$ cat src/rtl/pipelined_add_sub_if.sv
// ---------------------------------------------------------------------------
// pipelined_add_sub_if
//   Bundles the operand-side and result-side handshakes of the pipelined
//   adder/subtractor into one interface.
//
//   Operand side : in_valid, in_ready, a, b, cin, sub
//   Result side  : out_valid, out_ready, sum, cout, ovf, zero
//
//   Modports
//     master : the user of the block (drives operands, consumes results)
//     slave  : the adder itself (consumes operands, drives results)
// ---------------------------------------------------------------------------
interface pipelined_add_sub_if #(
    parameter int N = 32
);
    logic         in_valid;
    logic         in_ready;
    logic [N-1:0] a;
    logic [N-1:0] b;
    logic         cin;
    logic         sub;

    logic         out_valid;
    logic         out_ready;
    logic [N-1:0] sum;
    logic         cout;
    logic         ovf;
    logic         zero;

    modport master (
        output in_valid,
        output a,
        output b,
        output cin,
        output sub,
        output out_ready,
        input  in_ready,
        input  out_valid,
        input  sum,
        input  cout,
        input  ovf,
        input  zero
    );

    modport slave (
        input  in_valid,
        input  a,
        input  b,
        input  cin,
        input  sub,
        input  out_ready,
        output in_ready,
        output out_valid,
        output sum,
        output cout,
        output ovf,
        output zero
    );
endinterface

$ cat src/rtl/pipelined_add_sub.sv
// ---------------------------------------------------------------------------
// pipelined_add_sub
//   Pipelined N-bit adder/subtractor. The carry chain is cut into STAGES
//   equal slices of W = N/STAGES bits; each pipeline stage adds one slice and
//   registers its carry for the next one. One operation per cycle can enter.
//
//   Ports
//     clk  : clock, all state changes on the rising edge
//     rst  : synchronous, active-high reset (clears every valid bit and the
//            result fields; wins over any handshake in the same cycle)
//     bus  : pipelined_add_sub_if.slave
//              in_valid/in_ready/a/b/cin/sub        operand handshake
//              out_valid/out_ready/sum/cout/ovf/zero result handshake
//
//   Operation: sub=0 -> a + b + cin ; sub=1 -> a + ~b + 1 (cin ignored).
//   Latency is STAGES cycles from acceptance to out_valid.
// ---------------------------------------------------------------------------
module pipelined_add_sub #(
    parameter int N      = 32,
    parameter int STAGES = 4
) (
    input  logic                clk,
    input  logic                rst,
    pipelined_add_sub_if.slave  bus
);

    localparam int W = N / STAGES;

    // Refuse to build a pipeline whose slices would not tile the operand.
    if (STAGES < 1 || (N % STAGES) != 0) begin : g_bad_params
        $error("pipelined_add_sub: N (%0d) must be a multiple of STAGES (%0d)",
               N, STAGES);
    end

    // Per-stage pipeline registers. Entry k holds the state after slice k
    // has been added: full operands (the upper, not yet consumed slices are
    // what matters downstream), partial result with slices 0..k filled in,
    // carry out of slice k and the slot's valid bit.
    logic [N-1:0] a_reg     [STAGES];
    logic [N-1:0] b_reg     [STAGES];
    logic [N-1:0] res_reg   [STAGES];
    logic         carry_reg [STAGES];
    logic         valid_reg [STAGES];

    // Flags of the last stage, registered alongside its result.
    logic ovf_reg;
    logic zero_reg;
    logic ovf_next;
    logic zero_next;
    logic msb_carry_in;

    // Global advance: the whole pipe moves unless a result is waiting
    // at the output and nobody takes it.
    logic adv;
    assign adv          = !valid_reg[STAGES-1] || bus.out_ready;
    assign bus.in_ready = adv;

    genvar gi;
    for (gi = 0; gi < STAGES; gi++) begin : g_stage
        logic [N-1:0] a_src;
        logic [N-1:0] b_src;
        logic [N-1:0] res_src;
        logic         carry_src;
        logic         valid_src;
        logic [W:0]   slice_sum;
        logic [N-1:0] res_next;

        if (gi == 0) begin : g_src_in
            // Subtraction is folded in here: B is inverted once and the
            // "+1" enters as the carry into slice 0.
            assign a_src     = bus.a;
            assign b_src     = bus.sub ? ~bus.b : bus.b;
            assign carry_src = bus.sub | bus.cin;
            assign valid_src = bus.in_valid;
            assign res_src   = '0;
        end else begin : g_src_pipe
            assign a_src     = a_reg[gi-1];
            assign b_src     = b_reg[gi-1];
            assign carry_src = carry_reg[gi-1];
            assign valid_src = valid_reg[gi-1];
            assign res_src   = res_reg[gi-1];
        end

        assign slice_sum = {1'b0, a_src[gi*W +: W]}
                         + {1'b0, b_src[gi*W +: W]}
                         + (W+1)'(carry_src);

        always_comb begin
            res_next            = res_src;
            res_next[gi*W +: W] = slice_sum[W-1:0];
        end

        if (gi == STAGES - 1) begin : g_flags
            // Carry into the MSB recovered from the MSB sum bit:
            // s = a ^ b ^ c  =>  c = a ^ b ^ s.
            assign msb_carry_in = a_src[N-1] ^ b_src[N-1] ^ slice_sum[W-1];
            assign ovf_next     = msb_carry_in ^ slice_sum[W];
            assign zero_next    = (res_next == '0);
        end

        always_ff @(posedge clk) begin
            if (rst) begin
                valid_reg[gi] <= 1'b0;
                carry_reg[gi] <= 1'b0;
                a_reg[gi]     <= '0;
                b_reg[gi]     <= '0;
                res_reg[gi]   <= '0;
            end else if (adv) begin
                valid_reg[gi] <= valid_src;
                carry_reg[gi] <= slice_sum[W];
                a_reg[gi]     <= a_src;
                b_reg[gi]     <= b_src;
                res_reg[gi]   <= res_next;
            end
        end
    end

    always_ff @(posedge clk) begin
        if (rst) begin
            ovf_reg  <= 1'b0;
            zero_reg <= 1'b0;
        end else if (adv) begin
            ovf_reg  <= ovf_next;
            zero_reg <= zero_next;
        end
    end

    assign bus.out_valid = valid_reg[STAGES-1];
    assign bus.sum       = res_reg[STAGES-1];
    assign bus.cout      = carry_reg[STAGES-1];
    assign bus.ovf       = ovf_reg;
    assign bus.zero      = zero_reg;

endmodule

$ cat src/flat_wrapper.sv
// flat-port wrapper written by rule: the top's interface ports become plain ports
module pipelined_add_sub_flat 
#(
    parameter int N      = 32,
    parameter int STAGES = 4
)
  (clk, rst, bus_in_valid, bus_a, bus_b, bus_cin, bus_sub, bus_out_ready, bus_in_ready, bus_out_valid, bus_sum, bus_cout, bus_ovf, bus_zero);
  pipelined_add_sub_if #(.N(N)) bus_i ();
  input  logic clk;
  input  logic rst;
  input wire logic [$bits(bus_i.in_valid)-1:0] bus_in_valid;
  input wire logic [$bits(bus_i.a)-1:0] bus_a;
  input wire logic [$bits(bus_i.b)-1:0] bus_b;
  input wire logic [$bits(bus_i.cin)-1:0] bus_cin;
  input wire logic [$bits(bus_i.sub)-1:0] bus_sub;
  input wire logic [$bits(bus_i.out_ready)-1:0] bus_out_ready;
  output wire logic [$bits(bus_i.in_ready)-1:0] bus_in_ready;
  output wire logic [$bits(bus_i.out_valid)-1:0] bus_out_valid;
  output wire logic [$bits(bus_i.sum)-1:0] bus_sum;
  output wire logic [$bits(bus_i.cout)-1:0] bus_cout;
  output wire logic [$bits(bus_i.ovf)-1:0] bus_ovf;
  output wire logic [$bits(bus_i.zero)-1:0] bus_zero;
  assign bus_i.in_valid = bus_in_valid;
  assign bus_i.a = bus_a;
  assign bus_i.b = bus_b;
  assign bus_i.cin = bus_cin;
  assign bus_i.sub = bus_sub;
  assign bus_i.out_ready = bus_out_ready;
  assign bus_in_ready = bus_i.in_ready;
  assign bus_out_valid = bus_i.out_valid;
  assign bus_sum = bus_i.sum;
  assign bus_cout = bus_i.cout;
  assign bus_ovf = bus_i.ovf;
  assign bus_zero = bus_i.zero;
  pipelined_add_sub #(.N(N), .STAGES(STAGES)) u_core (.clk(clk), .rst(rst), .bus(bus_i));
endmodule
$ cat config.mk
export PLATFORM = sky130hd
export DESIGN_NAME = pipelined_add_sub_flat
export DESIGN_NICKNAME = d
export VERILOG_FILES = /design/src/rtl/pipelined_add_sub_if.sv /design/src/rtl/pipelined_add_sub.sv /design/src/flat_wrapper.sv
export SDC_FILE = /design/constraint.sdc
export NUM_CORES = 1
export LEC_CHECK = 0
export BUFFER_PORTS_ARGS = -buffer_cell sky130_fd_sc_hd__buf_2
export CAP_MARGIN = 20
export CORE_MARGIN = 2
export CORE_UTILIZATION = 60
export CTS_CLUSTER_SIZE = 14
export DETAILED_ROUTE_END_ITERATION = 8
export GPL_ROUTABILITY_DRIVEN = 0
export PLACE_DENSITY = 0.88
export SYNTH_ARGS = -nofsm -noshare
export SYNTH_HDL_FRONTEND = slang
export SYNTH_SLANG_ARGS = --single-unit
$ cat constraint.sdc
create_clock -name clk -period 12.8 [get_ports clk]
set_input_delay 1.92 -clock clk [delete_from_list [all_inputs] [get_ports clk]]
set_output_delay 1.92 -clock clk [all_outputs]
set_load 0.02 [all_outputs]
==> results of run 1 <==
per-layer routing:
layer	track usage, %	routed length [µm]	up-vias
met5	0	0	-
met4	8.190	391	0
met3	4.775	826	39
met2	33.48	7124	181
met1	22.74	5583	2251
li1	-	-	2313
critical path, stage by stage:
cell	delay [ps]
buf_2	90
nand2b_1	210
buf_2	200
metrics by stage:
stage	setup WS (ps)	hold WS, ps	cell area (µm²)	cells
3_5_place_dp	8125	488.7	9034	863
6_report	8456	498.2	9666	894
5_1_grt	8327	526.6	9666	894
2_1_floorplan	6392	496.7	8351	599
3_3_place_gp	8379	458.7	9034	863
4_1_cts	8451	503.8	9638	893
final timing paths:
path | from | end | slack (ps) | cells past startpoint
worst max-delay path | bus_out_ready | bus_in_ready | 8460 | 3
worst min-delay path | u_core.bus.zero | u_core.bus.zero | 500 | 1
worst max register to register | u_core.valid_reg[3] | u_core.b_reg[1][29] | 10090 | 4
worst min register to register | u_core.bus.zero | u_core.bus.zero | 500 | 1
Yosys cell counts, types with 2 or more instances:
master | instances | share of area [%]
clkbuf_1 | 16 | 0.72
dfxtp_1 | 2 | 0.48
a31oi_1 | 3 | 0.22
o21a_1 | 3 | 0.27
nand4_1 | 2 | 0.15
nor2_1 | 50 | 2.2
edfxtp_1 | 184 | 66
xor2_1 | 13 | 1.4
nand2_1 | 4 | 0.18
and2_1 | 133 | 10
a21o_1 | 6 | 0.54
or3_1 | 5 | 0.37
o31a_1 | 2 | 0.21
buf_1 | 2 | 0.090
fa_1 | 8 | 1.9
nand2b_1 | 6 | 0.45
o21ai_0 | 10 | 0.60
nor2b_1 | 8 | 0.60
and3_1 | 4 | 0.30
inv_1 | 17 | 0.76
buf_2 | 6 | 0.36
xnor2_1 | 33 | 3.5
or2_2 | 2 | 0.15
ha_1 | 28 | 4.2
nor3_1 | 11 | 0.66
a311oi_1 | 3 | 0.31
nor4_1 | 4 | 0.30
nand3_1 | 4 | 0.24
a211oi_1 | 2 | 0.18
a21oi_2 | 2 | 0.21
mux2i_1 | 2 | 0.24
a21oi_1 | 10 | 0.60
where the power goes:
group | internal [mW] | switching, mW | total (mW) | leakage [nW]
logic | 0.0608 | 0.0744 | 0.135 | 1.74
registers | 0.718 | 0.0151 | 0.733 | 2.20
clock network | 0.325 | 0.207 | 0.532 | 0.278
total | 1.10 | 0.297 | 1.40 | 4.21
placed cells by master (no fill, tap or decap), types with 10 or more instances in the layout:
cell type,count
a21oi_1,10
and2_1,133
buf_2,106
clkbuf_16,17
edfxtp_1,184
ha_1,28
inv_1,16
nor2_1,50
nor3_1,11
o21ai_0,10
xnor2_1,33
xor2_1,13
cell type report:
class	instances	area (µm²)	share of cell area, %
Tap cell	180	225.2	2.330
Clock inverter	11	171.4	1.773
Inverter	17	68.82	0.7120
Clock buffer	19	432.9	4.479
Timing Repair Buffer	109	573.1	5.929
Sequential cell	186	5565	57.58
Multi-Input combinational cell	372	2629	27.20
kinds of logic after synthesis:
| family | share of synthesized area, % |
|---|---|
| adder cells (fa/ha/maj) | 6.113 |
| AND/OR/NAND/NOR | 16.42 |
| multiplexers | 0.2397 |
| AO/OA/AOI/OAI | 3.821 |
| flip-flops | 66.65 |
| XOR/XNOR | 4.825 |
| buffers and inverters | 1.933 |
==> out/metrics.yaml, run 1 <==
final_core_util_pct: 70.45
clkLatencyLatePin_ps: 410
finalNetCount: 809
largest_register_ffs: 80
cts_buffers: 17
synth_cells: 599
worstSetupStartpointType: "input pin"
cellPowerDensity_mw_per_mm2: 144.8
ir_worst_vdd_mv: 0.1217
power_mw: 1.400
cts_tree: "built"
die_h_um: 122.0
synth_async_sr_flop_share_pct: 0
criticalPathCategory: "input pin to output port"
final_layout_size_suffix_gt1_share_pct: 20.59
ctsLongestPathBuffers: 2
worst_setup_path_end_kind: "output port"
hold_buffers: 0
h-tree-depth: 4
port_buffers: 106
ys_warn_count: 0
area_growth_pct: 15.75
min_period_ps: 4344
hp-class: "flip-flop to flip-flop"
cp.arrival_ps: 2420
rows: 43
synth_cell_types: 46
viasPerCell: 5.351
dp_hpwl_um: 9147
maxSlewViolCount: 0
vias: 4784
run_status: "complete, no violations"
cts_setup_buffers: 0
grt_pass1_vias: 4713
setup_viol: 0
p_leak_nw: 4.214
wire_per_inst_um: 15.57
grt_max_degree: 140
grt_overflow_total: 0
antenna_found_initial: 0
synth_nets: 705
cts.clk_slew.worst_paths_ps: 60
worst_pin_slew_ps: 1096
max_slew_margin_pct: 26.94
start_util_pct: 60.87
ys.flop_type: "edfxtp_1"
die_w_um: 122.0
cp_max_fo: 6
synth_edf_count: 184
hold_viol: 0
drtIter0Drc: 378
tns_ps: 0
rsz0062_at_grt: "false"
avgSynthCellArea_um2: 13.94
fmax_mhz: 230.2
track_usage_pct: 19.22
syn_area_mm2: 0.008351
ys_seq_area_share_pct: 66.65
core_mm2: 0.01372
wl_um: 13920
postRouteAntennaNets: 0
grt_pass1_wl_um: 21700
drt-pass1-iter-count: 5
finalClockSkew_ps: 5.613
root_buffer: "clkbuf_16"
ys_ff_latch: 186
cts-resized-gates: 0
n_fill_cell: 879
cp.required_ps: 10880
num_antenna_cells: 0
ios: 107
cap_viol_max_count: 0
clock-sinks: 186
fin_crit_sh_pct: 33.93
dieArea_mm2: 0.01488
remaining_drc_errors: 0
(Power assumes the default switching activity.)
==> inputs of run 2 (changes only) <==
--- a/config.mk
+++ b/config.mk
@@ -8,11 +8,11 @@
 export BUFFER_PORTS_ARGS = -buffer_cell sky130_fd_sc_hd__buf_2
 export CAP_MARGIN = 20
 export CORE_MARGIN = 2
-export CORE_UTILIZATION = 60
+export CORE_UTILIZATION = 58
 export CTS_CLUSTER_SIZE = 14
 export DETAILED_ROUTE_END_ITERATION = 8
 export GPL_ROUTABILITY_DRIVEN = 0
-export PLACE_DENSITY = 0.88
+export PLACE_DENSITY = 0.86
 export SYNTH_ARGS = -nofsm -noshare
 export SYNTH_HDL_FRONTEND = slang
 export SYNTH_SLANG_ARGS = --single-unit
==> constraint.sdc (replaced) <==
create_clock -name clk -period 4.4 [get_ports clk]
set_input_delay 0.66 -clock clk [delete_from_list [all_inputs] [get_ports clk]]
set_output_delay 0.66 -clock clk [all_outputs]
set_load 0.02 [all_outputs]
==> run 2 against run 1 <==
  * Combinational power rose to 2.9 times the previous value
  * Highest routed layer unchanged
  * Largest cell class unchanged
  * Utilization shrank 0.39 points
  * Sequential share of layout area shrank 0.79 points
  * Via count down 0.50%
==> out/metrics.yaml, run 2 (same netlist as run 1, synthesis figures left out) <==
grt_pass1_wl_um: 21940  # +1.1%
setup_viol: 0  # unchanged
postRouteAntennaNets: 0  # unchanged
worst_pin_slew_ps: 1078  # -17.75 ps
finalClockSkew_ps: 5.753  # +0.1403 ps
worst_setup_path_end_kind: "flip-flop"
antenna_found_initial: 0  # unchanged
cts_tree: "built"
cp.arrival_ps: 2960  # +540 ps
final_layout_size_suffix_gt1_share_pct: 21.85  # +1.3 points
drtIter0Drc: 351  # -7.1%
finalNetCount: 816  # +0.87%
cap_viol_max_count: 0  # unchanged
area_growth_pct: 17.37
viasPerCell: 5.271  # -1.5%
tns_ps: 0  # unchanged
drt-pass1-iter-count: 5  # unchanged
clock-sinks: 186  # unchanged
placed_area_mm2: 0.009085  # +0.57%
multi_input_area_mm2: 0.002629  # unchanged
num_antenna_cells: 0  # unchanged
final_cell_area_mm2: 0.009801  # +1.4%
worstRegToRegCells: 10  # +6
power_mw: 4.263  # +200%
largest_register_ffs: 80  # unchanged
hold_viol: 0  # unchanged
dp_hpwl_um: 9087  # -0.65%
p_leak_nw: 4.296  # +1.9%
maxSlewViolCount: 0  # unchanged
hp-class: "input pin to flip-flop"
r2r_start: "u_core.a_reg[0][8]"
grt_max_degree: 79  # -44%
run_status: "complete, no violations"
core_mm2: 0.01399  # +2.0%
dieArea_mm2: 0.01537  # +3.3%
start_util_pct: 59.70  # -1.2 points
grt_overflow_total: 0  # unchanged
h-tree-depth: 4  # unchanged
whs_ps: 431.7  # -66.49 ps
cts_setup_buffers: 0  # unchanged
cellPowerDensity_mw_per_mm2: 434.9  # +200%
ctsLongestPathBuffers: 2  # unchanged
cp.required_ps: 4650  # -6230 ps
worstSetupStartpointType: "input pin"
clkLatencyLatePin_ps: 420  # about the same
min_period_ps: 2705
final_cell_mix: "edfxtp_1, and2_1, buf_2"
cp_max_fo: 13  # +7
ir_worst_vdd_mv: 0.2956  # +140%
die_h_um: 124.0  # +1.7%
die_w_um: 124.0  # +1.7%
cp-endpoint: "u_core.carry_reg[0]"
track_usage_pct: 19.07  # -0.14 points
max_slew_margin_pct: 28.12  # +1.2 points
remaining_drc_errors: 0  # unchanged
rsz0062_at_grt: "false"
root_buffer: "clkbuf_16"
wire_per_inst_um: 15.00  # -3.7%
grt_pass1_vias: 4657  # -1.2%
fmax_mhz: 369.7
crit_start: "bus_sub"
rows: 43  # unchanged
ios: 107  # unchanged
place_ws_ps: 1294  # -6831 ps
cts.clk_slew.worst_paths_ps: 70  # about the same
reg2reg_setup_slack_ps: 1860  # -8230 ps
register_area_mm2: 0.005565  # unchanged
wl_um: 13550  # -2.7%
criticalPathCategory: "input pin to flip-flop"
fin_crit_sh_pct: 61.47
port_buffers: 106  # unchanged
mostFrequentLayoutCell: "edfxtp_1"
n_fill_cell: 906  # +3.1%
hold_buffers: 0  # unchanged
vias: 4760  # -0.50%
layout_setup_ws_ps: 1695  # -6761 ps
r2r-end: "u_core.res_reg[1][14]"
cts_buffers: 17  # unchanged
cts-resized-gates: 0  # unchanged
## run 2: changes by cell type in the layout (fill, tap and decap cells not counted), sizes merged
cell and delta:
inv -1, clkinvlp -2, bufinv +3, clkbuf -2
buf +7, clkinv +4
## run 2: power by group
part | switching, mW | total (mW) | internal, mW
Sequential | 0.0413 | 2.13 | 2.09
Clock | 0.623 | 1.75 | 1.12
Combinational | 0.212 | 0.387 | 0.176
## run 2: stage by stage
step / util, % / std cells
2_1_floorplan: - / 599
3_3_place_gp: 64.95 / 870
3_5_place_dp: 64.95 / 870
4_1_cts: 69.92 / 902
5_1_grt: 70.06 / 903
6_report: 70.06 / 903
## run 2: metal layers
metal / vias up / GRT usage, % / part of all wire (%)
met5: - / 0 / 0
met4: 0 / 7.725 / 1.9
met3: 31 / 4.304 / 5.3
met2: 163 / 32.25 / 51
met1: 2241 / 24.01 / 42
li1: 2325 / - / -
## run 2: worst min path at each step
| stage | slack, ps | cells past startpoint | start | endpoint |
|---|---|---|---|---|
| 2_1_floorplan | 500 | 1 | u_core.a_reg[0][16] | u_core.a_reg[0][48] |
| 3_3_place_gp | 460 | 1 | u_core.bus.zero | u_core.bus.zero |
| 3_5_place_dp | 490 | 1 | u_core.bus.zero | u_core.bus.zero |
| 4_1_cts | 410 | 2 | rst | u_core.bus.ovf |
| 5_1_grt | 420 | 2 | rst | u_core.bus.ovf |
| 6_report | 430 | 2 | rst | u_core.bus.ovf |
## run 2: area by class of cell
| class | instances | share of cell area [%] |
|---|---|---|
| sequential | 186 | 56.79 |
| multi-input combinational | 372 | 26.82 |
| timing repair buffer | 116 | 6.307 |
| clock buffer | 17 | 4.341 |
| clock inverter | 15 | 2.758 |
| tap | 180 | 2.298 |
| inverter | 17 | 0.6894 |
## run 2: critical path, stage by stage
cell and delay, ps:
buf_2 320, xnor2_1 150, fa_1 440, fa_1 390, nor2b_1 180, o21a_1 150
o21ai_0 140, a21oi_1 240, o21ai_0 120, a21oi_1 150
==> inputs of run 3 (changes only) <==
==> constraint.sdc (replaced) <==
create_clock -name clk -period 2.6 [get_ports clk]
set_input_delay 0.39 -clock clk [delete_from_list [all_inputs] [get_ports clk]]
set_output_delay 0.39 -clock clk [all_outputs]
set_load 0.02 [all_outputs]
==> run 3 against run 2 <==
  * Utilization is 0.42 points lower
  * Critical endpoint is now u_core.res_reg[1][14]
  * Largest power group unchanged
  * Sequential share of layout area rose by 0.34 points
  * Cell count down 0.22%
  * Combinational power increased by 74%
  * Cell area fell by 0.60%
  * First-iteration DRC count increased by 25%
==> out/metrics.yaml, run 3 (same netlist as run 1, synthesis figures left out) <==
place_ws_ps: -56.37  # -1350 ps
rsz0062_at_grt: "false"
n_fill_cell: 914  # +0.88%
p_seq_share_pct: 53.0  # +3.1 points
fmax_mhz: 400.7
viasPerCell: 5.220  # -0.98%
dp_hpwl_um: 8932  # -1.7%
setup_viol: 0  # unchanged
track_usage_pct: 18.69  # -0.39 points
crit_family: "adder cells"
grt_pass1_vias: 4587  # -1.5%
clkLatencyLatePin_ps: 430  # about the same
placed_area_mm2: 0.009123  # +0.41%
slowest_delay_ps: 470  # +30 ps
wl_um: 13510  # -0.27%
cts.clk_slew.worst_paths_ps: 70  # about the same
p_comb_share_pct: 9.9  # +0.8 points
root_buffer: "clkbuf_16"
cp_max_fo: 2  # -11
grt_pass1_wl_um: 21460  # -2.2%
ios: 107  # unchanged
cp.arrival_ps: 2680  # -280 ps
multi_input_area_mm2: 0.002653  # +0.90%
final_cell_mix: "edfxtp_1, and2_1, buf_2"
remaining_drc_errors: 0  # unchanged
run_status: "complete, no violations"
cap_viol_max_count: 0  # unchanged
finalNetCount: 814  # -0.25%
layout_setup_ws_ps: 104.5  # -1591 ps
die_w_um: 124.0  # unchanged
h-tree-depth: 4  # unchanged
postRouteAntennaNets: 0  # unchanged
drt-pass1-iter-count: 5  # unchanged
clkPwrFrac_pct: 37.1  # -3.9 points
wire_per_inst_um: 14.99  # about the same
cts_buffers: 17  # unchanged
switching_share_pct: 21.59  # +1.0 points
critPathSlowestCell: "fa_1"
maxSlewViolCount: 0  # unchanged
cts_setup_buffers: 0  # unchanged
grt_overflow_total: 0  # unchanged
cp_cell_sequence: "inv_1, fa_1, inv_1, fa_1, a21o_1, a21oi_2, nor2b_1, o21a_1, or3_1, and3_1"
finalClockSkew_ps: 8.567  # +2.814 ps
cts_tree: "built"
worst_setup_path_end_kind: "flip-flop"
register_area_mm2: 0.005565  # unchanged
drtIter0Drc: 438  # +25%
cp.required_ps: 2790  # -1860 ps
dieArea_mm2: 0.01537  # unchanged
criticalPathCategory: "flip-flop to flip-flop"
ctsLongestPathBuffers: 2  # unchanged
cp_num_buf_inv: 2  # +1
start_util_pct: 59.70  # unchanged
rows: 43  # unchanged
largest_register_ffs: 80  # unchanged
hp-class: "input pin to flip-flop"
die_h_um: 124.0  # unchanged
final_core_util_pct: 69.64  # -0.42 points
ir_worst_vdd_mv: 0.6439  # +120%
fin_crit_sh_pct: 95.98
switchingPower_mw: 1.468  # +68%
mostFrequentLayoutCell: "edfxtp_1"
tns_ps: 0  # unchanged
power_mw: 6.799  # +60%
vias: 4703  # -1.2%
cellPowerDensity_mw_per_mm2: 697.9  # +60%
final_layout_size_suffix_gt1_share_pct: 21.64  # -0.22 points
max_slew_margin_pct: 60.15  # +32 points
p_leak_nw: 4.263  # -0.77%
antenna_found_initial: 0  # unchanged
min_period_ps: 2496
num_antenna_cells: 0  # unchanged
area_growth_pct: 16.66
port_buffers: 106  # unchanged
grt_max_degree: 96  # +22%
core_mm2: 0.01399  # unchanged
hold_buffers: 0  # unchanged
worstSetupStartpointType: "flip-flop"
final_cell_area_mm2: 0.009742  # -0.60%
worst_pin_slew_ps: 597.7  # -480.4 ps
p_int_mw: 5.332  # +57%
clock-sinks: 186  # unchanged
hold_viol: 0  # unchanged
## run 3: cell types whose count changed in the layout (fill, tap and decap cells not counted), moves of 2 or more
| cell | delta |
|---|---|
| buf_12 | +2 |
| bufinv_16 | -4 |
| buf_4 | -5 |
| clkinv_1 | +4 |
| clkinv_2 | +2 |
## run 3: worst reg2reg max path, delay by kind of cell (launching register included)
| kind | cells | cell delay (ps) |
|---|---|---|
| fa+ha+maj | 2 | 640 |
| flops | 1 | 360 |
| compound gates | 3 | 530 |
| buf+inv | 2 | 160 |
| simple gates | 3 | 570 |
## run 3: layout make-up
type | count | area share, %
clock buffer | 17 | 4.367
clock inverter | 15 | 1.618
inverter | 17 | 0.6936
multi-input combinational | 372 | 27.23
sequential | 186 | 57.13
tap | 180 | 2.312
timing repair buffer | 114 | 6.653
## run 3: final timing paths
path / startpoint / slack, ps / depth (start not counted) / end
min reg2reg: u_core.b_reg[0][19] / 510 / 1 / u_core.b_reg[0][51]
max reg2reg: u_core.a_reg[0][8] / 100 / 10 / u_core.res_reg[1][14]
max: u_core.a_reg[0][8] / 100 / 10 / u_core.res_reg[1][14]
min: rst / 200 / 2 / u_core.bus.ovf
## run 3: stage by stage
step	cells	hold WS (ps)
floorplan	599	462.8
global placement	868	462.9
detailed placement	868	490.0
CTS	900	186.0
global route	901	222.1
finish	901	198.4
## run 3: repair_timing
item / 4_1_cts / 5_1_grt
endpoints found under the setup margin: 0 / 2
gates resized for setup: 0 / 2
endpoints found under the hold margin: 0 / 0
## run 3: power by group through the flow
stage / sequential, mW / clock (mW) / combinational [mW]
global route: 3.63 / 2.66 / 0.745
CTS: 3.60 / 2.55 / 0.672
global placement: 3.65 / 0 / 0.627
floorplan: 3.68 / 0 / 0.421
detailed placement: 3.67 / 0 / 0.656
finish: 3.60 / 2.52 / 0.672
## run 3: metal layers
metal / GRT usage (%) / share of wire, % / vias to the layer above
li1: - / - / 2327
met1: 23.61 / 42 / 2202
met2: 30.84 / 50 / 146
met3: 3.938 / 5.8 / 28
met4: 9.340 / 2.2 / 0
met5: 0 / 0 / -
